## config.mk

```make
export PLATFORM = sky130hd
export DESIGN_NAME = raw_link_fifo_rd_framer
export DESIGN_NICKNAME = d
export VERILOG_FILES = /design/src/rtl/raw_link_fifo_rd_framer.sv
export SDC_FILE = /design/constraint.sdc
export NUM_CORES = 1
export LEC_CHECK = 0
export BUFFER_PORTS_ARGS = -buffer_cell sky130_fd_sc_hd__buf_2
export CORE_MARGIN = 10
export CORE_UTILIZATION = 54
export CTS_BUF_LIST = sky130_fd_sc_hd__clkbuf_4 sky130_fd_sc_hd__clkbuf_8
export DETAILED_ROUTE_END_ITERATION = 10
export PLACE_DENSITY = 0.82
export SETUP_SLACK_MARGIN = 0.1
export SLEW_MARGIN = 20
export SYNTH_ARGS = -nofsm -noshare
export SYNTH_HDL_FRONTEND = slang
export SYNTH_SLANG_ARGS = --single-unit
```

## constraint.sdc

```tcl
create_clock -name rd_clk -period 3.9 [get_ports rd_clk]
set_input_delay 0.78 -clock rd_clk [delete_from_list [all_inputs] [get_ports rd_clk]]
set_output_delay 0.78 -clock rd_clk [all_outputs]
set_load 0.005 [all_outputs]
```

## src/rtl/raw_link_fifo_rd_framer.sv

```systemverilog
`default_nettype none
// ============================================================================
// Module   : raw_link_fifo_rd_framer
// Brief    : Pops the 512x44 link FIFO, absorbs RAM read latency in a skid
//            buffer, streams valid/ready words and checks SOP/EOP/tag framing.
// Revision : 1.0 - initial release
// ============================================================================
module raw_link_fifo_rd_framer #(
    parameter int RD_LATENCY = 1,
    parameter int SKID_DEPTH = 4,
    parameter int CNT_W      = 16
) (
    input  logic             rd_clk,
    input  logic             rd_rst_n,
    output logic             fifo_rd_en,
    input  logic             fifo_rd_empty,
    input  logic [43:0]      fifo_rd_data,
    output logic             m_valid,
    input  logic             m_ready,
    output logic [31:0]      m_data,
    output logic [3:0]       m_keep,
    output logic             m_sop,
    output logic             m_eop,
    output logic [5:0]       m_tag,
    output logic             err_orphan,
    output logic             err_sop_dup,
    output logic             err_tag,
    output logic [CNT_W-1:0] frame_cnt,
    output logic [CNT_W-1:0] err_cnt
);

    localparam int c_PTR_W = $clog2(SKID_DEPTH);
    localparam int c_OCC_W = c_PTR_W + 2;
    localparam logic [c_OCC_W-1:0] c_DEPTH = c_OCC_W'(SKID_DEPTH);

    typedef enum logic [0:0] {
        IDLE     = 1'b0,
        IN_FRAME = 1'b1
    } state_t;

    logic                  r_run;
    logic [RD_LATENCY-1:0] r_pipe;
    logic [43:0]           r_mem [SKID_DEPTH];
    logic [c_PTR_W-1:0]    r_wr_ptr;
    logic [c_PTR_W-1:0]    r_rd_ptr;
    logic [c_PTR_W:0]      r_skid_cnt;
    logic [c_OCC_W-1:0]    w_inflight;
    logic [c_OCC_W-1:0]    w_occ;
    logic                  w_push;
    logic                  w_hs;
    logic [43:0]           w_head;

    state_t                r_state;
    state_t                w_state_nxt;
    logic                  w_orphan;
    logic                  w_dup;
    logic                  w_done;
    logic                  w_tag_err;
    logic [5:0]            w_tag_exp;
    logic [5:0]            r_last_tag;
    logic                  r_tag_seen;
    logic [1:0]            w_err_add;
    logic [CNT_W:0]        w_err_sum;
    logic                  r_err_orphan;
    logic                  r_err_sop_dup;
    logic                  r_err_tag;
    logic [CNT_W-1:0]      r_frame_cnt;
    logic [CNT_W-1:0]      r_err_cnt;

    always_comb begin
        w_inflight = '0;
        for (int i = 0; i < RD_LATENCY; i++) begin
            w_inflight = w_inflight + c_OCC_W'(r_pipe[i]);
        end
    end

    // Reads already in flight reserve their skid slot, so the buffer cannot overflow.
    assign w_occ      = c_OCC_W'(r_skid_cnt) + w_inflight;
    assign fifo_rd_en = r_run && !fifo_rd_empty && (w_occ < c_DEPTH);
    assign w_push     = r_pipe[RD_LATENCY-1];
    assign m_valid    = (r_skid_cnt != '0);
    assign w_hs       = m_valid && m_ready;
    assign w_head     = m_valid ? r_mem[r_rd_ptr] : 44'd0;
    assign m_data     = w_head[31:0];
    assign m_keep     = w_head[35:32];
    assign m_sop      = w_head[36];
    assign m_eop      = w_head[37];
    assign m_tag      = w_head[43:38];

    always_ff @(posedge rd_clk or negedge rd_rst_n) begin
        if (!rd_rst_n) begin
            r_run      <= 1'b0;
            r_pipe     <= '0;
            r_wr_ptr   <= '0;
            r_rd_ptr   <= '0;
            r_skid_cnt <= '0;
        end else begin
            r_run  <= 1'b1;
            r_pipe <= (r_pipe << 1) | RD_LATENCY'(fifo_rd_en);
            if (w_push) r_wr_ptr <= r_wr_ptr + c_PTR_W'(1);
            if (w_hs)   r_rd_ptr <= r_rd_ptr + c_PTR_W'(1);
            case ({w_push, w_hs})
                2'b10:   r_skid_cnt <= r_skid_cnt + (c_PTR_W + 1)'(1);
                2'b01:   r_skid_cnt <= r_skid_cnt - (c_PTR_W + 1)'(1);
                default: r_skid_cnt <= r_skid_cnt;
            endcase
        end
    end

    always_ff @(posedge rd_clk) begin
        if (w_push) r_mem[r_wr_ptr] <= fifo_rd_data;
    end

    assign w_tag_exp = r_last_tag + 6'd1;
    assign w_tag_err = w_hs && m_sop && r_tag_seen && (m_tag != w_tag_exp);

    always_comb begin
        w_state_nxt = r_state;
        w_orphan    = 1'b0;
        w_dup       = 1'b0;
        w_done      = 1'b0;
        if (w_hs) begin
            case (r_state)
                IDLE: begin
                    if (m_sop) begin
                        if (m_eop) w_done = 1'b1;
                        else       w_state_nxt = IN_FRAME;
                    end else begin
                        w_orphan = 1'b1;
                    end
                end
                IN_FRAME: begin
                    // A duplicate SOP restarts the frame; it still closes if EOP rides along.
                    if (m_sop) w_dup = 1'b1;
                    if (m_eop) begin
                        w_done      = 1'b1;
                        w_state_nxt = IDLE;
                    end
                end
                default: w_state_nxt = IDLE;
            endcase
        end
    end

    assign w_err_add = {1'b0, w_orphan} + {1'b0, w_dup} + {1'b0, w_tag_err};
    assign w_err_sum = {1'b0, r_err_cnt} + (CNT_W + 1)'(w_err_add);

    always_ff @(posedge rd_clk or negedge rd_rst_n) begin
        if (!rd_rst_n) begin
            r_state       <= IDLE;
            r_last_tag    <= '0;
            r_tag_seen    <= 1'b0;
            r_err_orphan  <= 1'b0;
            r_err_sop_dup <= 1'b0;
            r_err_tag     <= 1'b0;
            r_frame_cnt   <= '0;
            r_err_cnt     <= '0;
        end else begin
            r_state       <= w_state_nxt;
            r_err_orphan  <= w_orphan;
            r_err_sop_dup <= w_dup;
            r_err_tag     <= w_tag_err;
            if (w_hs && m_sop) begin
                r_last_tag <= m_tag;
                r_tag_seen <= 1'b1;
            end
            if (w_done && (r_frame_cnt != '1)) r_frame_cnt <= r_frame_cnt + CNT_W'(1);
            r_err_cnt <= w_err_sum[CNT_W] ? '1 : w_err_sum[CNT_W-1:0];
        end
    end

    assign err_orphan  = r_err_orphan;
    assign err_sop_dup = r_err_sop_dup;
    assign err_tag     = r_err_tag;
    assign frame_cnt   = r_frame_cnt;
    assign err_cnt     = r_err_cnt;

endmodule
`default_nettype wire

```

---- Word-level counts from Yosys, hierarchy flattened ----
Memory sizes are Yosys's and may differ from the RTL's.
Index checks and enable logic that the tools add are counted.
word-level totals
  bits in registers ....................... 52
  bits in latches ......................... 0
  bits in writable memories ............... 176
  bits in read-only memories .............. 0
  bits of input ports ..................... 48
  memories kept ........................... 1
memories
  name   words  bits a word  rd ports  clocked after Yosys merged registers in  write ports  line  source
  r_mem  4      44           1         0                                        1            43    logic [43:0] r_mem [SKID_DEPTH];
operators by class
  add/subtract/negate cells ............... 10
  multipliers ............................. 0
  divide/modulo/power cells ............... 0
  magnitude comparators ................... 1
  equal/unequal tests ..................... 4
  shifts and indexed selects .............. 0
  multiplexer cells ....................... 18
  bitwise logic cells ..................... 1
  reduce and logical (&&, ||, !) cells .... 10
operator list
  kind                                                        number
  2-to-1 mux 44 bit                                           1
  adder 16 x 2 -> 17 bit                                      1
  adder 16 x 1 -> 16 bit, second input constant               1
  2-to-1 mux 16 bit                                           1
  != test 16 bit, second input constant                       1
  2-to-1 mux 1 bit                                            13
  logical AND 1 bit                                           7
  adder 6 x 1 -> 6 bit, second input constant                 1
  != test 6 bit                                               1
  case mux 3 bit (2 select lines)                             1
  adder 2 x 1 -> 2 bit, second input constant                 2
  adder 3 x 1 -> 4 bit                                        1
  less-than comparator 4 x 3 -> 1 bit, second input constant  1
  case mux 1 bit (2 select lines)                             2
  adder 3 x 1 -> 3 bit, second input constant                 1
  nonzero test 3 bit                                          1
  subtractor 3 x 1 -> 3 bit, second input constant            1
  adder 1 x 1 -> 2 bit                                        1
  adder 2 x 1 -> 2 bit                                        1
  equality test 2 x 1 -> 1 bit, second input constant         1
  equality test 2 bit, second input constant                  1
  nonzero test 2 bit                                          1
  logical NOT 1 bit                                           1
  NOT 1 bit                                                   1

---- Longest topological paths before layout ----
  depth in word-level cells ............... 9
  gate-level depth with buffers ........... 16
  mapped depth without buffers ............ 14

---- Worst setup path before layout ----
OpenSTA, ideal clock, no wires.
  kind .................................... reg2reg
  start point ............................. reg r_rd_ptr[0]
  end point ............................... reg r_err_cnt[10], in the netlist err_cnt[10]
  arrival ................................. 3687 ps
  data required time ...................... 3766 ps
  slack ................................... 79 ps
  cell stages (with the launch flop) ...... 15
  path through ............................ dfrtp_1 > buf_6 > mux4_2 > xor2_1 > and3_1 > o311ai_1 > fa_1 > ha_1 > fa_1 > and3_1 > nand3_1 > nor3_1 > nand3_1 > clkbuf_1 > nand2_1
between the ends
  elaborated cells on any way between the ends .. 16
RTL lines
  what                                                   line  source
  start, declared                                        45    logic [c_PTR_W-1:0] r_rd_ptr;
  start signal, assigned                                 101   if (w_hs) r_rd_ptr <= r_rd_ptr + c_PTR_W'(1);
  memory read (4 x 44 bit) *                             n/a
  2-to-1 mux 44 bit *                                    83    assign w_head = m_valid ? r_mem[r_rd_ptr] : 44'd0;
  branches (longest 2 deep; another with != test 6 bit)  n/a
  logical AND 1 bit *                                    115   assign w_tag_err = w_hs && m_sop && r_tag_seen && (m_tag != w_tag_exp);
  net w_tag_err                                          58    logic w_tag_err;
  adder 2 x 1 -> 2 bit *                                 145   assign w_err_add = {1'b0, w_orphan} + {1'b0, w_dup} + {1'b0, w_tag_err};
  adder 16 x 2 -> 17 bit *                               146   assign w_err_sum = {1'b0, r_err_cnt} + (CNT_W + 1)'(w_err_add);
  2-to-1 mux 16 bit *                                    168   r_err_cnt <= w_err_sum[CNT_W] ? '1 : w_err_sum[CNT_W-1:0];
  end signal, assigned                                   168
  end, declared                                          68    logic [CNT_W-1:0] r_err_cnt;
Mark *: on every way through the listed nets, which the timed path passes.
A chain may end at the register's enable or synchronous reset.

---- Final worst setup path ----
  start point ............................. reg r_rd_ptr[0]
  end point ............................... reg r_err_cnt[13], in the netlist err_cnt[13]
Same word-level chain as after synthesis.

==> results by group <==
Setup path
  • Reg2reg start: r_rd_ptr[0]
  • CP Capture Type: flip-flop
  • Critical path data arrival time: 4.15 ns
  • Crit path max fanout: 7
  • Critical path class: reg2reg
  • Critical Path Source Type: flip-flop
  • Critical Path RT: 4.31 ns
  • RR Endpoint: err_cnt[13]
  • R2R setup slack: 0.16 ns
  • Reg2reg path depth: 15

Synthesis
  • Area leader, netlist: edfxtp_1
  • Seq/Total Area, Yosys: 71.2%
  • Post-synth ARST share: 22.8%
  • Synth Warn #: 0
  • Post-synth top cells: 176 x edfxtp_1, 52 x dfrtp_1, 48 x and2_1
  • Synth area leaders: edfxtp_1 57%, dfrtp_1 14%, mux4_2 11%
  • Main flop type after synthesis: edfxtp_1
  • Number of synthesized register bits: 228
  • Synthesized Nets: 579
  • Netlist Area Pre-Place: 9250 µm²
  • Synth unique cells: 42
  • Most common cell in the synthesized netlist: edfxtp_1
  • Synth Instances: 519
  • Post-Syn Area per Cell: 17.8 µm²
  • Top-area cell type share of the netlist area: 57.2%
  • Post-synth EDFFs: 176

CTS
  • CTS H-tree lvls: 2
  • CTS tree: done
  • Num CTS Buffers: 37
  • Bufs on Longest Clock Path: 3
  • Clk Latency, worst-skew pair: 0.52 ns
  • CTS Hold Buffers Added: 0
  • CTS Sinks: 228
  • Worst-path clk slew: 0.06 ns
  • Root Buffer: clkbuf_8

STA
  • Max Slew Vio Count: 0
  • Min Hold Slack: 0.292 ns
  • Fin Clk Skew: 0.0140 ns
  • Rel. slew slack: 47.0%
  • Slew of the pin with the lowest slew margin: 0.796 ns
  • Min Tclk post-route: 3.74 ns
  • Fmax: 267 MHz
  • Hold Fails Final Rpt: 0
  • RSZ-0062 raised after global routing: true
  • Final Cycle Share: 96.0%
  • Total Neg Setup Slack: 0 ns
  • Final setup viols: 0

Detailed routing
  • DR iter-0 viols: 303
  • Via count: 5162
  • DR pass1 iterations: 4
  • Post-route ant nets: 0
  • Vias/cell: 5.50
  • Wirelength, routed: 18800 µm
  • Post-DR wirelength/cell: 20.0 µm
  • DRC: 0

Pwr
  • Leak: 4.29 nW
  • P per Cell Area: 699 nW/µm²
  • VDD IR max: 0.436 mV

Layout
  • Layout cells sized above 1: 40.9%
  • Area grow syn2layout: 20.4%
  • Diode count: 0
  • Post-Route Utilization: 66.7%
  • Nets: 751
  • Non-Filler Instances: 939

Floorplanning
  • Initial core utilization: 55.4%
  • Io pins: 129
  • # rows: 47
  • Core ar.: 16700 µm²
  • Die area: 22800 µm²
  • Die Y: 151 µm
  • Die X-Extent: 151 µm

Job
  • Max-cap violations: 0

GRT
  • Total GRT Usage: 16.4%
  • Largest net degree at the start of global routing: 29
  • Congestion Overflow GR: 0
  • Global-route wire length before repair: 29400 µm
  • Number of global-route vias before repair: 5629
  • Initial antenna violation count: 4

Place
  • Post-DP HPWL: 12100 µm
  • Placer Congestion: 0.808
  • Placed cells: 864
  • I/O Buffers: 128

Run status
  • Status: complete, no violations

Worst hold path
  • Worst Hold Class: in2async
kinds of logic after synthesis:
| family | count (synthesis) | share of synthesized area (%) |
|---|---|---|
| flops | 228 | 71.2 |
| simple gates | 135 | 7.92 |
| mux | 54 | 12.0 |
| xor+xnor | 38 | 3.60 |
| buf+inv | 31 | 1.46 |
| compound gates | 20 | 1.92 |
| fa+ha+maj | 12 | 1.87 |
| other cells | 1 | 0.0406 |
worst max-delay path, stage by stage, from the launching register on:
cell,delay [ns]
dfrtp_4,0.47
buf_4,0.14
mux4_2,0.55
o21ai_1,0.22
a311oi_2,0.15
o31ai_2,0.10
o311ai_2,0.18
fa_1,0.56
ha_2,0.19
buf_4,0.11
a21oi_2,0.08
nor3b_2,0.24
buf_4,0.18
nor3b_2,0.23
xnor2_1,0.17
nand2_1,0.07
stage by stage:
step	worst slack (ns)	area, µm²	power (mW)
after floorplan	0.176	9250	4.74
after global placement	0.134	10200	5.54
after detailed placement	0.0240	10200	5.63
after CTS	0.108	11000	7.77
after global routing	-0.0561	11100	8.25
final	0.155	11100	7.79
how the worst max path moves through the flow:
stage                start     endpoint  slack [ns]  cells past startpoint
4_1_cts        r_rd_ptr[0]   err_cnt[5]        0.11                     15
2_1_floorplan  r_rd_ptr[0]  err_cnt[10]        0.18                     14
5_1_grt        r_rd_ptr[1]  err_cnt[13]       -0.06                     15
3_5_place_dp   r_rd_ptr[0]   err_cnt[5]        0.02                     14
3_3_place_gp   r_rd_ptr[0]   err_cnt[5]        0.13                     13
6_report       r_rd_ptr[0]  err_cnt[13]        0.16                     15
cells in the final DEF (no fill, tap or decap), types with 3 or more instances in the layout:
cell type  netlist  final
a31oi_1          3      3
o21ai_0          5      4
inv_1           13     13
a21oi_1          4      3
mux2_2           7      7
buf_2            6    128
nand3_1         17     15
clkbuf_8         0     41
ha_1             9      8
nand2_1         27     24
clkinv_1         0      5
nand2b_1         4      4
clkinv_2         0      3
and2_2           0      4
nor2b_1          4      3
clkbuf_4         0     16
nand4_1          5      5
xor2_1          14     14
and2_1          48     44
edfxtp_1       176    176
mux4_2          44     44
and3_1           8      7
nor2_1          13     12
nand2_2          0      3
buf_4            1     21
xnor2_1         24     24
dfrtp_1         52     50
metal layers:
| layer | GRT usage, % | vias up | share of wire, % |
|---|---|---|---|
| met5 | 0 | - | 0.20 |
| li1 | - | 2314 | - |
| met3 | 6.18 | 39 | 9.7 |
| met2 | 26.5 | 212 | 49 |
| met1 | 20.3 | 2591 | 40 |
| met4 | 4.86 | 6 | 1.5 |
where the power goes:
| group | switching [mW] | internal (mW) | total [mW] |
|---|---|---|---|
| Clock | 0.874 | 1.18 | 2.06 |
| Sequential | 0.228 | 2.92 | 3.15 |
| Combinational | 1.27 | 1.31 | 2.58 |
what timing repair did:
item | CTS | global route
endpoints found under the hold margin | 0 | 0
gates resized for setup | 3 | 24
cloned | 0 | 0
endpoints found under the setup margin | 14 | 15
pin swaps | 0 | 6
setup buffers | 3 | 5
flip-flops by register name, indices dropped and copies added (netlist names):
register and flops:
r_tag_seen 1, r_pipe 1, r_rd_ptr 2, frame_cnt 16, r_mem 176, r_skid_cnt 3
err_orphan 1, r_state 1, r_last_tag 6, r_wr_ptr 2, err_tag 1, err_cnt 16
r_run 1, err_sop_dup 1
final cells by class:
type	instances	area, µm²
sequential	228	6590
tap	220	275
clock inverter	10	71.3
inverter	13	48.8
multi-input combinational	260	2640
clock buffer	57	684
fill	1133	5570
timing repair buffer	151	821
(Power assumes the default switching activity.)
